### src/rtl/latency_meter_pkg.sv
// Shared definitions for the latency meter: channel state encoding and default parameters.
package latency_meter_pkg;

    localparam int unsigned DEF_N_CH    = 2;
    localparam int unsigned DEF_CNT_W   = 16;
    localparam int unsigned DEF_TIMEOUT = 1000;

    localparam logic [1:0] ST_IDLE  = 2'd0;
    localparam logic [1:0] ST_ARMED = 2'd1;
    localparam logic [1:0] ST_DONE  = 2'd2;

    typedef enum logic [1:0] {
        IDLE  = ST_IDLE,
        ARMED = ST_ARMED,
        DONE  = ST_DONE
    } ch_state_t;

endpackage

### src/rtl/latency_meter_ch.sv
// One measurement channel: counts cycles from a kick to the next rising edge of sig, or gives up at TIMEOUT.
module latency_meter_ch
    import latency_meter_pkg::*;
#(
    parameter int unsigned CNT_W   = DEF_CNT_W,
    parameter int unsigned TIMEOUT = DEF_TIMEOUT
) (
    input  logic             clk,
    input  logic             rst,
    input  logic             kick,
    input  logic             sig,
    output logic [CNT_W-1:0] meas,
    output logic             valid,
    output logic             timeout,
    output logic             busy
);

    if (TIMEOUT == 0 || 64'(TIMEOUT) > ((64'd1 << CNT_W) - 64'd1)) begin : g_bad_timeout
        $error("latency_meter_ch: TIMEOUT must be in 1..2**CNT_W-1");
    end

    localparam logic [CNT_W-1:0] TMO = CNT_W'(TIMEOUT);

    ch_state_t        state;
    logic [CNT_W-1:0] cnt;
    logic [CNT_W-1:0] cnt_next;
    logic             sig_q;
    logic             rise;

    assign cnt_next = cnt + 1'b1;
    assign rise     = sig & ~sig_q;
    assign busy     = (state == ARMED);

    always_ff @(posedge clk or posedge rst) begin
        if (rst) begin
            state   <= IDLE;
            cnt     <= '0;
            meas    <= '0;
            valid   <= 1'b0;
            timeout <= 1'b0;
            sig_q   <= 1'b0;
        end else begin
            sig_q <= sig;
            // kick takes priority over any rise or timeout seen on the same edge
            if (kick) begin
                state   <= ARMED;
                cnt     <= '0;
                valid   <= 1'b0;
                timeout <= 1'b0;
            end else if (state == ARMED) begin
                if (rise) begin
                    meas  <= cnt_next;
                    valid <= 1'b1;
                    state <= DONE;
                end else if (cnt_next == TMO) begin
                    meas    <= TMO;
                    timeout <= 1'b1;
                    state   <= IDLE;
                end else begin
                    cnt <= cnt_next;
                end
            end
        end
    end

endmodule

### src/rtl/latency_meter.sv
// Multi-channel kick-to-rise latency meter; N_CH independent channels with packed outputs.
module latency_meter
    import latency_meter_pkg::*;
#(
    parameter int unsigned N_CH    = DEF_N_CH,
    parameter int unsigned CNT_W   = DEF_CNT_W,
    parameter int unsigned TIMEOUT = DEF_TIMEOUT
) (
    input  logic                  clk_i,
    input  logic                  rst_i,
    input  logic [N_CH-1:0]       kick_i,
    input  logic [N_CH-1:0]       sig_i,
    output logic [N_CH*CNT_W-1:0] meas_o,
    output logic [N_CH-1:0]       valid_o,
    output logic [N_CH-1:0]       timeout_o,
    output logic [N_CH-1:0]       busy_o
);

    if (N_CH < 1 || N_CH > 32) begin : g_bad_n_ch
        $error("latency_meter: N_CH must be in 1..32");
    end

    for (genvar g = 0; g < N_CH; g++) begin : g_ch
        latency_meter_ch #(
            .CNT_W   (CNT_W),
            .TIMEOUT (TIMEOUT)
        ) u_ch (
            .clk     (clk_i),
            .rst     (rst_i),
            .kick    (kick_i[g]),
            .sig     (sig_i[g]),
            .meas    (meas_o[g*CNT_W +: CNT_W]),
            .valid   (valid_o[g]),
            .timeout (timeout_o[g]),
            .busy    (busy_o[g])
        );
    end

endmodule

### config.mk
export PLATFORM = sky130hd
export DESIGN_NAME = latency_meter
export DESIGN_NICKNAME = d
export VERILOG_FILES = /design/src/rtl/latency_meter_pkg.sv /design/src/rtl/latency_meter_ch.sv /design/src/rtl/latency_meter.sv
export SDC_FILE = /design/constraint.sdc
export NUM_CORES = 1
export LEC_CHECK = 0
export ABC_AREA = 1
export CAP_MARGIN = 0
export CORE_ASPECT_RATIO = 0.6
export CORE_UTILIZATION = 30
export DETAILED_ROUTE_END_ITERATION = 6
export SYNTH_ARGS = -nofsm -noshare
export SYNTH_HDL_FRONTEND = slang
export SYNTH_SLANG_ARGS = --single-unit
### constraint.sdc
create_clock -name clk_i -period 3.44 [get_ports clk_i]
set_clock_uncertainty 0.1 [all_clocks]
set_input_delay 0.688 -clock clk_i [delete_from_list [all_inputs] [get_ports clk_i]]
set_output_delay 0.688 -clock clk_i [all_outputs]
set_load 0.01 [all_outputs]
==> results.toml <==
[synth]
synth_top_cell_area_share_pct = 42.77
yosys_warnings = 0
synth_cells = 583
synth_top_area_cell = "dfrtp_1"
synthFlopType = "dfrtp_1"
syn_avg_cell_area_sq_um = 7.426
yosysSeqAreaShare_pct = 42.77
synth.distinct_cells = 33
synth_edf_count = 0
synth-seq-cells = 74
synth_area_sq_mm = 0.004329
async_flop_share_pct = 100.0
synth_area_leaders = "dfrtp_1 43%, nand2_1 18%, nand3_1 6.1%"
syn_nets = 593

[grt]
overflow = 0
track_usage_pct = 16.47
grt_max_degree = 75
grt_pass1_wl_mm = 18.75
grt_pass1_vias = 3476
antenna_found_initial = 0

[setup_path]
crit_type = "reg2reg"
cp_data_arrival_time_ns = 2.76
worst_setup_path_start_kind = "flop"
worstPathMaxFanout = 32
r2r_cells = 11
setup.worst_path.start = "g_ch[1].u_ch.cnt[1]"
rr_startpoint = "g_ch[1].u_ch.cnt[1]"
r2r_slack_ns = 0.82
cp-end-kind = "flop"
required_ns = 3.57
rr_endpoint = "g_ch[1].u_ch.cnt[3]"
endpoint = "g_ch[1].u_ch.cnt[3]"

[placed_design]
gp_congestion = 0.9522
numPortBuffers = 43
hpwlAfterDp_mm = 8.456

[sta]
worstMarginPinSlew_ns = 0.6089
fin_hold_ws_ns = 0.3686
fin_crit_ns = 2.623
fin_crit_sh_pct = 76.26
rsz0062_at_grt = "no"
fin_setup_tns_ns = 0
max_slew_margin_pct = 59.26
slew_viol_final = 0
max_freq_ghz = 0.3812
finalHoldViolations = 0
setup_viol_count_final = 0

[cells_and_area]
final_core_util_pct = 38.04
final_common_cell = "nand2_1"
area_delta_synth_final_pct = 21.91
n_antenna_cell = 0
nets = 634
layout-drive-gt1-share_pct = 13.99
final_cell_mix = "205 x nand2_1, 74 x dfrtp_1, 53 x nand3_1, 49 x inv_1, 44 x nor2_1"

[detailed_routing]
drtIter0Drc = 270
vias_per_cell = 4.676
drt-total-wl_mm = 11.36
drc = 0
ant_nets = 0
wl_per_cell_um = 13.84
drtPass1Iterations = 5
routed-via-count = 3839

[cts]
cts_root_buf = "clkbuf_16"
cts_max_level = 3
hold_buffers = 0
cts.clk_slew.worst_paths_ns = 0.06
cts_tree = "yes"
clkLatencyLatePin_ns = 0.33
cts_resized = 0
cts_buffers = 9
cts.sinks = 74
cts_max_path_buffers = 2
cts_setup_buffers = 0

[floorplan]
dieWidth_um = 157.1
core_sq_mm = 0.01387
start_util_pct = 31.20
dieHeight_um = 95.05
rows = 33
die-area_sq_mm = 0.01493
pin_count = 44

[pwr]
power.leakage_nw = 2.406
power_mw = 2.578
ir_drop_uv = 204.6
p_per_area_mw_per_mm2 = 488.4

[job]
drv_cap = 0

[hold_path]
min_path_type = "reg2reg"

[run_status]
outcome = "completed"
## cells by family (layout without fill, tap and decap cells)
logic type / after synthesis / in the layout / share of synthesized area [%]
simple gates: 390 / 390 / 42.28
buf+inv: 78 / 124 / 8.497
flops: 74 / 74 / 42.77
compound gates: 31 / 31 / 3.902
xor+xnor: 6 / 6 / 1.387
fa+ha+maj: 4 / 4 / 1.156
## critical path, cell delays in order, from the launching register on
cell and delay (ns):
dfrtp_1 0.41, ha_1 0.25, inv_1 0.10, nor2_4 0.17, nand2_1 0.09, o21ai_0 0.44
nor2_1 0.10, nand2_1 0.09, nor2_2 0.07, nand3_2 0.07, nand2_2 0.33, o21ai_0 0.30
## cells in the mapped netlist (7+ instances only)
cell	instances
buf_4	7
clkbuf_1	8
dfrtp_1	74
inv_1	50
nand2_1	205
nand2_2	31
nand3_1	53
nand4_1	28
nor2_1	44
nor2_2	11
o21ai_0	15
o21ai_1	10
## routing by layer
metal | track usage, % | routed length [um]
met4 | 3.479 | 92
met1 | 26.95 | 6427
met2 | 20.85 | 3995
met5 | 0 | 0
met3 | 3.818 | 844
## how the worst min path moves through the flow
stage | start | to | slack (ns) | cells past startpoint
after global placement | g_ch[0].u_ch.meas[14] | g_ch[0].u_ch.meas[14] | 0.35 | 2
after floorplan | g_ch[1].u_ch.state[0] | g_ch[1].u_ch.state[0] | 0.34 | 2
after CTS | g_ch[0].u_ch.meas[13] | g_ch[0].u_ch.meas[13] | 0.38 | 2
final | g_ch[0].u_ch.meas[13] | g_ch[0].u_ch.meas[13] | 0.37 | 2
after detailed placement | g_ch[0].u_ch.meas[13] | g_ch[0].u_ch.meas[13] | 0.36 | 2
after global routing | g_ch[0].u_ch.meas[13] | g_ch[0].u_ch.meas[13] | 0.40 | 2
## final cells by class
cell class              instances  area [sq um]
fillers                      1470          8596
multi-input cells             431          2110
flip-flops and latches         74          1852
repair buffers                 52         510.5
clock buffers                  12         256.5
well taps                     192         240.2
inverters                      56         211.5
clock inverters                 4         97.59
## registers in the layout, indices dropped and copies added, names as in the netlist
name and count:
g_ch.u_ch.cnt 32, g_ch.u_ch.valid 2, g_ch.u_ch.sig_q 2, g_ch.u_ch.meas 32
g_ch.u_ch.timeout 2, g_ch.u_ch.state 4
## power breakdown
group | internal [mW] | switching [mW]
Combinational | 0.200 | 0.231
Clock | 0.749 | 0.372
Sequential | 0.956 | 0.0696
## through the flow
step | worst slack, ns | instance area [sq um] | cells
6_report | 0.8165 | 5278 | 821
5_1_grt | 0.5658 | 5278 | 821
4_1_cts | 0.8639 | 5278 | 821
2_1_floorplan | 0.7704 | 4329 | 583
3_5_place_dp | 0.7002 | 4923 | 805
3_3_place_gp | 0.7759 | 4923 | 805
Power figures use the tool's default switching activity.
